===== src/rtl/mem_port_arb.sv =====
// Arbiter/sequencer for the shared data-memory port (store drain vs. load unit).
// Optional feature macro: MEM_ARB_STARVE_EN enables the store anti-starvation counter.
module mem_port_arb #(
    parameter int ADDR_W     = 32,
    parameter int DATA_W     = 32,
    parameter int ROB_W      = 6,
    parameter int STARVE_MAX = 4
) (
    input  logic              clk,
    input  logic              rst,
    input  logic              st_req_valid,
    input  logic [ADDR_W-1:0] st_req_addr,
    input  logic [DATA_W-1:0] st_req_data,
    output logic              st_req_ready,
    input  logic              sq_full,
    input  logic              ld_req_valid,
    input  logic [ADDR_W-1:0] ld_req_addr,
    input  logic [ROB_W-1:0]  ld_req_rob,
    output logic              ld_req_ready,
    output logic              ld_resp_valid,
    output logic [ROB_W-1:0]  ld_resp_rob,
    output logic [DATA_W-1:0] ld_resp_data,
    input  logic              flush,
    output logic              mem_req_valid,
    output logic              mem_req_we,
    output logic [ADDR_W-1:0] mem_req_addr,
    output logic [DATA_W-1:0] mem_req_wdata,
    input  logic              mem_req_ready,
    input  logic              mem_resp_valid,
    input  logic [DATA_W-1:0] mem_resp_rdata
);

    typedef enum logic [1:0] {
        IDLE    = 2'd0,
        ISSUE   = 2'd1,
        WAIT_RD = 2'd2
    } state_t;

    state_t             state;
    logic               is_load;
    logic               kill;
    logic [ROB_W-1:0]   req_rob;
    logic               st_prio;
    logic               st_grant;
    logic               ld_grant;

`ifdef MEM_ARB_STARVE_EN
    localparam logic [3:0] STARVE_LIM = 4'(STARVE_MAX);
    logic [3:0] starve_cnt;

    assign st_prio = sq_full || (starve_cnt == STARVE_LIM);

    // Saturating count of loads granted while a store was waiting
    always_ff @(posedge clk or posedge rst) begin
        if (rst) begin
            starve_cnt <= 4'd0;
        end else if (st_grant) begin
            starve_cnt <= 4'd0;
        end else if (ld_grant && st_req_valid && (starve_cnt != STARVE_LIM)) begin
            starve_cnt <= starve_cnt + 4'd1;
        end else begin
            starve_cnt <= starve_cnt;
        end
    end
`else
    assign st_prio = sq_full;
`endif

    // IDLE arbitration; a flushing cycle can never accept a load
    always_comb begin
        st_grant = 1'b0;
        ld_grant = 1'b0;
        if ((state == IDLE) && !rst) begin
            if (st_req_valid && (!ld_req_valid || flush || st_prio)) begin
                st_grant = 1'b1;
            end else if (ld_req_valid && !flush) begin
                ld_grant = 1'b1;
            end else begin
                st_grant = 1'b0;
                ld_grant = 1'b0;
            end
        end else begin
            st_grant = 1'b0;
            ld_grant = 1'b0;
        end
    end

    assign st_req_ready = st_grant;
    assign ld_req_ready = ld_grant;

    // Transaction FSM with registered memory-request and load-response outputs
    always_ff @(posedge clk or posedge rst) begin
        if (rst) begin
            state         <= IDLE;
            is_load       <= 1'b0;
            kill          <= 1'b0;
            req_rob       <= {ROB_W{1'b0}};
            mem_req_valid <= 1'b0;
            mem_req_we    <= 1'b0;
            mem_req_addr  <= {ADDR_W{1'b0}};
            mem_req_wdata <= {DATA_W{1'b0}};
            ld_resp_valid <= 1'b0;
            ld_resp_rob   <= {ROB_W{1'b0}};
            ld_resp_data  <= {DATA_W{1'b0}};
        end else begin
            ld_resp_valid <= 1'b0;
            case (state)
                IDLE: begin
                    kill <= 1'b0;
                    if (st_grant) begin
                        state         <= ISSUE;
                        is_load       <= 1'b0;
                        mem_req_valid <= 1'b1;
                        mem_req_we    <= 1'b1;
                        mem_req_addr  <= st_req_addr;
                        mem_req_wdata <= st_req_data;
                    end else if (ld_grant) begin
                        state         <= ISSUE;
                        is_load       <= 1'b1;
                        req_rob       <= ld_req_rob;
                        mem_req_valid <= 1'b1;
                        mem_req_we    <= 1'b0;
                        mem_req_addr  <= ld_req_addr;
                        mem_req_wdata <= {DATA_W{1'b0}};
                    end else begin
                        state <= IDLE;
                    end
                end
                ISSUE: begin
                    if (is_load && flush) begin
                        kill <= 1'b1;
                    end else begin
                        kill <= kill;
                    end
                    if (mem_req_ready) begin
                        mem_req_valid <= 1'b0;
                        state         <= is_load ? WAIT_RD : IDLE;
                    end else begin
                        state <= ISSUE;
                    end
                end
                WAIT_RD: begin
                    if (mem_resp_valid) begin
                        state <= IDLE;
                        kill  <= 1'b0;
                        // A flush landing on the response cycle also squashes it
                        if (!kill && !flush) begin
                            ld_resp_valid <= 1'b1;
                            ld_resp_rob   <= req_rob;
                            ld_resp_data  <= mem_resp_rdata;
                        end else begin
                            ld_resp_valid <= 1'b0;
                        end
                    end else if (flush) begin
                        kill <= 1'b1;
                    end else begin
                        state <= WAIT_RD;
                    end
                end
                default: begin
                    state         <= IDLE;
                    mem_req_valid <= 1'b0;
                    kill          <= 1'b0;
                end
            endcase
        end
    end

endmodule

===== config.mk =====
export PLATFORM = sky130hd
export DESIGN_NAME = mem_port_arb
export DESIGN_NICKNAME = d
export VERILOG_FILES = /design/src/rtl/mem_port_arb.sv
export SDC_FILE = /design/constraint.sdc
export NUM_CORES = 1
export LEC_CHECK = 0
export CORE_MARGIN = 2
export CORE_UTILIZATION = 42
export CTS_CLUSTER_DIAMETER = 50
export CTS_CLUSTER_SIZE = 10
export DETAILED_ROUTE_END_ITERATION = 6
export HOLD_SLACK_MARGIN = 0.1
export PLACE_DENSITY = 0.85
export SLEW_MARGIN = 20
export SYNTH_ARGS = -nofsm -noshare
export SYNTH_HDL_FRONTEND = slang
export SYNTH_SLANG_ARGS = --single-unit

===== constraint.sdc =====
create_clock -name clk -period 5.1 [get_ports clk]
set_input_delay 0.51 -clock clk [delete_from_list [all_inputs] [get_ports clk]]
set_output_delay 0.51 -clock clk [all_outputs]
set_load 0.005 [all_outputs]

## Word level (Yosys, flattened, before mapping)

Index checks and enable logic that the tools add are counted.
W data, S select, Z words.

- Magnitude comparators: 0
- Div/mod/pow operators: 0
- Add/sub/neg operators: 0
- Mux-type cells: 30
- Eq/ne operators: 7
- Bitwise logic cells: 2
- Shift-type cells: 0
- $mul: 0
- Reduce and logical (&&, ||, !) cells: 18

Operator list:

| cell | number |
|---|---|
| $mux W32 | 4 |
| $mux W1 | 19 |
| $ne A3 B3 Y1 const B | 3 |
| $reduce_and A3 Y1 | 3 |
| $mux W2 | 4 |
| $pmux W2 S3 | 1 |
| $logic_and A1 B1 Y1 | 5 |
| $logic_not A1 Y1 | 4 |
| $ne A2 B2 Y1 const B | 2 |
| $reduce_and A2 Y1 | 2 |
| $pmux W1 S3 | 1 |
| $eq A2 B1 Y1 const B | 1 |
| $eq A2 B2 Y1 const B | 1 |
| $logic_not A2 Y1 | 1 |
| $logic_or A1 B1 Y1 | 2 |
| $not A1 Y1 | 2 |
| $pmux W1 S2 | 1 |
| $reduce_bool A2 Y1 | 1 |

- Latch bits: 0
- ROM bits: 0
- Bits in registers: 115
- Input bits: 142
- Memories kept: 0
- Memory bits (writable): 0

## Longest topological paths before layout

Gate-level depths: netlist of run 1.

- Depth in word-level cells: 9
- Gate-level depth with buffers: 7
- Depth with buffers taken out: 5

## Least setup slack after synthesis of run 1

OpenSTA, ideal clock, no wires.

- Path kind: in2out
- From: input flush
- To: output st_req_ready
- Data arrival time: 1.292 ns
- Path buffers: 3
- Slack: 3.298 ns
- Required time: 4.590 ns
- Cell stages on the path: 4
- Cells stage by stage: buf_6 -> o311a_4 -> buf_6 -> buf_6

- Longest elaborated chain between the ends: 5

RTL lines:

| what | line | text |
|---|---|---|
| from (decl) | 23 | `input logic flush,` |
| $logic_or A1 B1 Y1 (2 in series) | 74 | `if (st_req_valid && (!ld_req_valid \|\| flush \|\| st_prio)) begin` |
| $logic_and A1 B1 Y1 | 74 |  |
| $mux W1 | 74 |  |
| $mux W1 | 73 | `if ((state == IDLE) && !rst) begin` |
| to (decl) | 14 | `output logic st_req_ready,` |

No other way between the ends.

## Final worst setup path of run 1

- From: register state[1]
- To: output st_req_ready

- Longest elaborated chain between the ends: 3

RTL lines:

| what | line | text |
|---|---|---|
| from (decl) | 39 | `state_t state;` |
| from (signal assigned) | 137 | `state <= is_load ? WAIT_RD : IDLE;` |
| $logic_not A2 Y1 | 73 |  |
| $logic_and A1 B1 Y1 | 73 |  |
| $mux W1 | 73 |  |

No other way between the ends.

==> results_dict.tcl, run 1 <==
set metrics [dict create \
    status "complete, no violations" \
    fin_area_sq_um 7790 \
    synth-seq-area-share 0.618 \
    grt-ovfl-total 0 \
    tightest_slew_ps 1050 \
    dr.pass1.iters 4 \
    ys_async_sr_fraction 1.00 \
    synthCells 319 \
    cp-end-kind "output port" \
    reg2reg_setup_slack_ps 2860 \
    finalSetupTns_ps 0 \
    avgRoutedWirePerCell_um 18.9 \
    htreeDepth 4 \
    postSynthAreaPerCell_sq_um 14.6 \
    cts_buffers 17 \
    start_util 0.430 \
    cts_tree "built" \
    maxCapViolations 0 \
    dp_hpwl_um 9530 \
    synth-edff-count 0 \
    fmaxAchievable_ghz 0.305 \
    skew_ps 5.00 \
    numClockSinks 115 \
    period_share 0.643 \
    drive_gt1_frac 0.0730 \
    grt_pass1_vias 3843 \
    powerDensity_nw_per_um2 549 \
    critPathLaunch "state[1]$_DFFE_PP0P_" \
    synth_ff_type "dfrtp_1" \
    antennaDiodeCount 0 \
    ir_drop_mv 0.299 \
    antenna_left 0 \
    rows 38 \
    final_cells 715 \
    die-width_um 109 \
    wirelength_um 13500 \
    viasPerCell 5.16 \
    core_area_sq_um 10800 \
    die_h_um 109 \
    worstPathArrival_ps 2770 \
    grt_pass1_wl_um 19800 \
    slew_violations 0 \
    ys_warn_count 0 \
    rsz0062_at_grt "false" \
    yosysUniqueCellTypes 33 \
    hold_ws_ps 482 \
    slew_headroom 0.303 \
    synth_top_cell_area_share 0.618 \
    yosysMostFrequentCell "dfrtp_1" \
    clk_pin_slew_ps 60 \
    r2r_cells 4 \
    ios 249 \
    crit_end "st_req_ready" \
    p_leak_nw 3.52 \
    setup_viol 0 \
    cts_resized 0 \
    area_delta_synth_final_pct 67.1 \
    grt_start_max_net_pins 82 \
    n_fill_cell 710 \
    grt_usage 0.225 \
    post_cts_buffers 0 \
    ys_ff_latch 115 \
    io_buffers 248 \
    final_util 0.718 \
    mappedNetlistNets 465 \
    grt_antenna_before_repair 0 \
    synth.largest_area_cell "dfrtp_1" \
    num_vias 3689 \
    critPathLaunchType "register" \
    clock_latency_ps 510 \
    period_minus_slack_ps 3280 \
    die_area_sq_um 12000 \
    drt_iter0_markers 175 \
    dpl_cell_area_sq_um 7150 \
    yosys-top-cells-count "dfrtp_1 (115), mux2_1 (44), a221o_1 (32), a22o_1 (32), and3_1 (32)" \
    finalHoldViolCount 0 \
    rr_startpoint "state[0]$_DFFE_PP0P_" \
    cp_max_fo 67 \
    synth_area_sq_um 4660 \
    dp.cells 683 \
    hold_class "register to register" \
    cts_root_buf "clkbuf_8" \
    drc 0 \
    required_ps 4590 \
    criticalPathCategory "register to output port" \
    place.gp.congestion 0.803 \
    nNetsFinal 708 \
    hold_buffers 0 \
    synthTopCellsByArea "dfrtp_1 (62%), mux2_1 (11%), a221o_1 (6.9%)" \
    worst_r2r_endpoint "ld_resp_data[28]$_DFFE_PP0P_" \
    clockBufferDepth 2 \
]
[critical path: stages (launching register included)]
cell and delay, ps:
dfrtp_1 400, inv_1 110, ha_1 200, and2b_2 210
o311a_4 650, clkdlybuf4s50_1 630
[worst min path at each step]
stage,start,end,depth (start not counted)
4_1_cts,ld_resp_data[6]$_DFFE_PP0P_,ld_resp_data[6]$_DFFE_PP0P_,1
3_3_place_gp,req_rob[5]$_DFFE_PP0P_,ld_resp_rob[5]$_DFFE_PP0P_,1
3_5_place_dp,ld_resp_data[6]$_DFFE_PP0P_,ld_resp_data[6]$_DFFE_PP0P_,1
2_1_floorplan,req_rob[0]$_DFFE_PP0P_,req_rob[0]$_DFFE_PP0P_,1
6_report,ld_resp_data[6]$_DFFE_PP0P_,ld_resp_data[6]$_DFFE_PP0P_,1
5_1_grt,ld_resp_data[6]$_DFFE_PP0P_,ld_resp_data[6]$_DFFE_PP0P_,1
[layer usage]
metal	track usage	up-vias	routed length, um	share of wire
met4	0.0850	0	243	0.018
li1	-	1701	-	-
met5	0	-	0	0
met1	0.243	1774	5090	0.38
met2	0.405	196	7090	0.52
met3	0.0759	18	1120	0.083
[cells by family (layout without fill, tap and decap cells)]
| family | after synthesis | in the layout | synth area share |
|---|---|---|---|
| DFF | 115 | 115 | 0.618 |
| AOI/OAI and AO/OA | 74 | 74 | 0.147 |
| and+or+nand+nor | 48 | 48 | 0.0671 |
| muxes | 46 | 46 | 0.111 |
| buffers and inverters | 32 | 288 | 0.0467 |
| adders and majority gates | 4 | 4 | 0.0107 |
[sequential cells by signal, indices dropped and copies added (netlist names)]
signal         count
is_load            1
kill               1
ld_resp_data      32
ld_resp_rob        6
ld_resp_valid      1
mem_req_addr      32
mem_req_valid      1
mem_req_wdata     32
mem_req_we         1
req_rob            6
state              2
[layout by cell type (no fill, tap or decap), types with 3 or more instances in the layout]
cell             count
a21oi_1              3
a221o_1             32
a22o_1              32
and3_1              32
bufinv_16            5
clkbuf_16           16
clkdlybuf4s50_1    248
clkinv_2             3
dfrtp_1            115
ha_1                 4
inv_1                5
mux2_1              44
nor2_1               3
[power by group]
part           internal [W]  switching [W]  leakage [nW]
Combinational      0.000998       0.000457          1.73
Clock              0.000855       0.000413         0.308
Sequential          0.00131       0.000242          1.47
[metrics by stage]
step           power (W)  setup WS [ps]
2_1_floorplan    0.00203           1550
4_1_cts          0.00432           1810
5_1_grt          0.00451           1650
3_5_place_dp     0.00301           1880
6_report         0.00428           1820
3_3_place_gp     0.00296           1950
[area by class of cell]
class	count	area (sq um)	area share
tap	140	175	0.0225
timing repair buffer	250	2500	0.321
clock inverter	13	206	0.0265
clock buffer	19	432	0.0554
inverter	6	27.5	0.00353
multi-input combinational	172	1570	0.202
sequential	115	2880	0.370
(Power assumes the default switching activity.)
==> run 2, diff against run 1 <==
- CORE_UTILIZATION: 42 -> 35
- PLACE_DENSITY: 0.85 -> 0.76
- clock period: 5.1 -> 2.79 ns (I/O delays scaled with it)
==> run 2 against run 1 <==
Against the previous run:
- die area rose by 19%
- critical path depth did not move
- count of clock-buffer cells in the layout fell by 2
- final cell count rose by 6.0%
- sequential power rose by 81%
- clock skew rose by 3.1 ps
- global-route usage fell by 3.9 points
- sequential cell count did not move
- combinational power rose by 82%
- critical endpoint is now ld_req_ready
- first-iteration DRC count fell by 6.9%
==> results_dict.tcl, run 2 (synthesized netlist as in run 1, its figures left out) <==
set metrics [dict create \
    avgRoutedWirePerCell_um 17.2 \
    start_util 0.355 \
    final_util 0.598 \
    core_area_sq_um 13100 \
    clock_latency_ps 400 \
    wirelength_um 13000 \
    largestRegisters "ld_resp_data x32, mem_req_addr x32, mem_req_wdata x32" \
    powerDensity_nw_per_um2 977 \
    p_leak_nw 3.53 \
    hold_ws_ps 470 \
    die_area_sq_um 14300 \
    drt_iter0_markers 163 \
    hold_buffers 0 \
    period_minus_slack_ps 2380 \
    area_delta_synth_final_pct 68.6 \
    die-width_um 119 \
    cts_root_buf "clkbuf_16" \
    clockBufferDepth 2 \
    worst_r2r_endpoint "mem_req_wdata[3]$_DFFE_PP0P_" \
    hold_class "primary input to register" \
    nNetsFinal 715 \
    drc 0 \
    status "complete, no violations" \
    ios 249 \
    slew_violations 0 \
    critPathLaunch "state[0]$_DFFE_PP0P_" \
    viasPerCell 4.91 \
    post_cts_buffers 0 \
    required_ps 2510 \
    cts_buffers 17 \
    numClockSinks 115 \
    criticalPathCategory "register to output port" \
    final_common_cell "clkdlybuf4s50_1" \
    layout_common_cells "clkdlybuf4s50_1 (248), dfrtp_1 (115), mux2_1 (44)" \
    cp_cell_sequence "inv_1 > ha_1 > and4bb_4 > and2_1 > clkdlybuf4s50_1" \
    place.gp.congestion 0.747 \
    die_h_um 119 \
    tightest_slew_ps 1000 \
    dr.pass1.iters 4 \
    fmaxAchievable_ghz 0.419 \
    grt_pass1_wl_um 20300 \
    setup_viol 0 \
    maxCapViolations 0 \
    dp_hpwl_um 9370 \
    finalHoldViolCount 0 \
    grt-ovfl-total 0 \
    grt_start_max_net_pins 69 \
    clk_pin_slew_ps 60 \
    rr_startpoint "state[0]$_DFFE_PP0P_" \
    finalSetupTns_ps 0 \
    cts_resized 0 \
    rows 42 \
    reg2reg_setup_slack_ps 750 \
    skew_ps 8.11 \
    r2r_cells 6 \
    cp-end-kind "output port" \
    cp_max_fo 3 \
    critPathLaunchType "register" \
    grt_pass1_vias 3904 \
    ir_drop_mv 0.384 \
    drive_gt1_frac 0.0859 \
    dp_slack_ps 200 \
    antenna_left 0 \
    fin_ws_ps 405 \
    num_vias 3720 \
    critPathSlowestCell "clkdlybuf4s50_1" \
    grt_usage 0.185 \
    period_share 0.855 \
    critical_path.max_stage_delay_ps 530 \
    grt_antenna_before_repair 0 \
    io_buffers 248 \
    antennaDiodeCount 0 \
    cts_tree "built" \
    crit_end "ld_req_ready" \
    slew_headroom 0.329 \
    htreeDepth 4 \
    worstPathArrival_ps 2110 \
    rsz0062_at_grt "false" \
]
[run 2: report_power, final]
group | leakage, nW | switching [W] | total (W) | internal [W]
registers | 1.47 | 0.000418 | 0.00282 | 0.00240
logic | 1.77 | 0.000817 | 0.00265 | 0.00183
clock network | 0.289 | 0.000794 | 0.00220 | 0.00141
[run 2: critical path: cells and delay by family, from the launching register on]
family                   cells  cell delay, ps
adder cells (fa/ha/maj)      1             220
buffers and inverters        2             640
flip-flops                   1             400
AND/OR/NAND/NOR              2             440
[run 2: worst min path at each step]
| stage | startpoint | endpoint | slack (ps) | depth (start not counted) |
|---|---|---|---|---|
| after floorplan | st_req_data[0] | mem_req_wdata[0]$_DFFE_PP0P_ | 410 | 1 |
| after global placement | req_rob[5]$_DFFE_PP0P_ | req_rob[5]$_DFFE_PP0P_ | 470 | 1 |
| after detailed placement | ld_resp_rob[2]$_DFFE_PP0P_ | ld_resp_rob[2]$_DFFE_PP0P_ | 470 | 1 |
| after CTS | st_req_data[11] | mem_req_wdata[11]$_DFFE_PP0P_ | 450 | 2 |
| after global routing | st_req_data[15] | mem_req_wdata[15]$_DFFE_PP0P_ | 460 | 2 |
| final | st_req_data[11] | mem_req_wdata[11]$_DFFE_PP0P_ | 470 | 2 |
[run 2: layout make-up]
class                      instances  area, sq um
fill                            1055         5280
sequential                       115         2880
timing repair buffer             257         2550
multi-input combinational        172         1570
clock buffer                      17          425
tap                              176          220
clock inverter                    15          184
inverter                           6         26.3
[run 2: through the flow]
step / area [sq um] / instances / power, W
3_5_place_dp: 7250 / 726 / 0.00551
5_1_grt: 7860 / 758 / 0.00810
4_1_cts: 7860 / 758 / 0.00777
6_report: 7860 / 758 / 0.00767
2_1_floorplan: 4660 / 319 / 0.00371
3_3_place_gp: 7250 / 726 / 0.00544
[run 2: metal layers]
layer	track usage	vias up	routed length, um
met5	0	-	0
met4	0.0640	0	189
met3	0.0824	21	1410
met2	0.305	182	6260
met1	0.215	1801	5150
li1	-	1716	-
==> run 3, diff against run 2 <==
- GPL_ROUTABILITY_DRIVEN: unset -> 1
- REMOVE_ABC_BUFFERS: unset -> 1
==> run 3 against run 2 <==
Against the previous run:
- utilization rose by 0.11 points
- worst setup slack got worse by 37 ps
- critical path type unchanged
- clock power decreased by 2%
- register-to-register slack worse by 30 ps
- critical path depth unchanged
- highest routed layer unchanged
- wire length is 0.60% higher
==> results_dict.tcl, run 3 (synthesized netlist as in run 1, its figures left out) <==
set metrics [dict create \
    status "complete, no violations" \
    cts_tree "built" \
    final_common_cell "clkdlybuf4s50_1" \
    cts_resized 0 \
    htreeDepth 4 \
    path_delay_family "buffers and inverters" \
    combinationalPowerShare 0.351 \
    grt_pass1_vias 4033 \
    grt_pass1_wl_um 20800 \
    maxCapViolations 0 \
    cts_buffers 17 \
    rsz0062_at_grt "false" \
    cp.depth 5 \
    finalHoldViolCount 0 \
    period_share 0.868 \
    drt_iter0_markers 171 \
    cp-end-kind "output port" \
    tightest_slew_ps 723 \
    io_buffers 248 \
    drc 0 \
    grtUsageMet2 0.302 \
    setup_viol 0 \
    ir_drop_mv 0.402 \
    worstPathArrival_ps 2140 \
    hold_class "primary input to asynchronous set/reset pin" \
    clockBufferDepth 2 \
    critPathSlowestCell "clkdlybuf4s50_1" \
    final_util 0.599 \
    die_area_sq_um 14300 \
    place.gp.congestion 0.779 \
    cts_root_buf "clkbuf_16" \
    grt_start_max_net_pins 67 \
    swShare 0.268 \
    num_vias 3735 \
    rows 42 \
    multiInputGateArea_sq_um 1570 \
    required_ps 2510 \
    start_util 0.355 \
    wirelength_um 13100 \
    fmaxAchievable_ghz 0.413 \
    p_int_w 0.00559 \
    dp_hpwl_um 9200 \
    nNetsFinal 716 \
    rr_startpoint "state[0]$_DFFE_PP0P_" \
    p_total_w 0.00764 \
    reg2reg_setup_slack_ps 720 \
    worst-path-buf-inv 2 \
    critical_path.max_stage_delay_ps 600 \
    worst_r2r_endpoint "mem_req_addr[10]$_DFFE_PP0P_" \
    seqPwrFrac 0.368 \
    clock_power_share 0.281 \
    post_cts_buffers 0 \
    cp_max_fo 3 \
    dr.pass1.iters 4 \
    core_area_sq_um 13100 \
    p_leak_nw 3.54 \
    clk_pin_slew_ps 50 \
    criticalPathCategory "register to output port" \
    area_delta_synth_final_pct 68.9 \
    largestRegisters "ld_resp_data x32, mem_req_addr x32, mem_req_wdata x32" \
    powerDensity_nw_per_um2 971 \
    grt-ovfl-total 0 \
    cp_cell_sequence "inv_1 > ha_1 > and2b_2 > o311a_4 > clkdlybuf4s50_1" \
    n_fill_cell 1075 \
    top_usage_layer "met2" \
    layout_common_cells "clkdlybuf4s50_1 (248), dfrtp_1 (115), mux2_1 (44)" \
    die_h_um 119 \
    die-width_um 119 \
    clock_latency_ps 410 \
    grtUsageMet1 0.224 \
    grt_antenna_before_repair 0 \
    hold_buffers 0 \
    slew_violations 0 \
    viasPerCell 4.92 \
    power_switching_w 0.00205 \
    r2r_cells 6 \
    avgRoutedWirePerCell_um 17.2 \
    critPathLaunchType "register" \
    slew_headroom 0.518 \
    period_minus_slack_ps 2420 \
    grt_usage 0.188 \
    numClockSinks 115 \
    ios 249 \
    skew_ps 10.9 \
    drive_gt1_frac 0.0858 \
    use_met3 0.0771 \
    antenna_left 0 \
    antennaDiodeCount 0 \
    register_area_sq_um 2880 \
]
[run 3: cell types whose count changed in the layout (fill, tap and decap cells not counted), moves of 2 or more]
cell / change
clkinvlp_4: -2
buf_12: +2
inv_6: +3
clkinv_4: -2
[run 3: metal layers]
layer  vias up  routed length (um)
li1       1715                   -
met1      1802                5270
met2       195                6140
met3        23                1360
met4         0                 314
met5         -                   0
[run 3: through the flow]
stage	cells	area (sq um)	TNS (ps)	hold slack (ps)	setup slack, ps
after floorplan	293	4460	-61300	382	-533
after global placement	727	7280	0	464	631
after detailed placement	727	7280	0	474	608
after CTS	759	7870	0	313	323
after global routing	759	7870	0	355	258
final	759	7870	0	303	368
[run 3: how the worst max path moves through the flow]
| stage | start | end | slack [ps] |
|---|---|---|---|
| after global placement | rst | ld_req_ready | 630 |
| final | state[0]$_DFFE_PP0P_ | st_req_ready | 370 |
| after floorplan | rst | is_load$_DFFE_PP0P_ | -530 |
| after detailed placement | rst | mem_req_addr[0]$_DFFE_PP0P_ | 610 |
| after CTS | state[0]$_DFFE_PP0P_ | st_req_ready | 320 |
| after global routing | state[0]$_DFFE_PP0P_ | st_req_ready | 260 |
[run 3: layout make-up]
| cell class | instances | area share |
|---|---|---|
| inverters | 6 | 0.00318 |
| clock inverters | 13 | 0.0191 |
| multi-input cells | 172 | 0.200 |
| flip-flops and latches | 115 | 0.366 |
| clock buffers | 19 | 0.0563 |
| repair buffers | 258 | 0.328 |
| well taps | 176 | 0.0280 |
[run 3: power groups by stage]
stage	logic (W)	registers [W]	clock network (W)
5_1_grt	0.00289	0.00291	0.00228
2_1_floorplan	0.000821	0.00283	0
6_report	0.00268	0.00281	0.00215
3_5_place_dp	0.00272	0.00281	0
3_3_place_gp	0.00266	0.00281	0
4_1_cts	0.00273	0.00282	0.00220
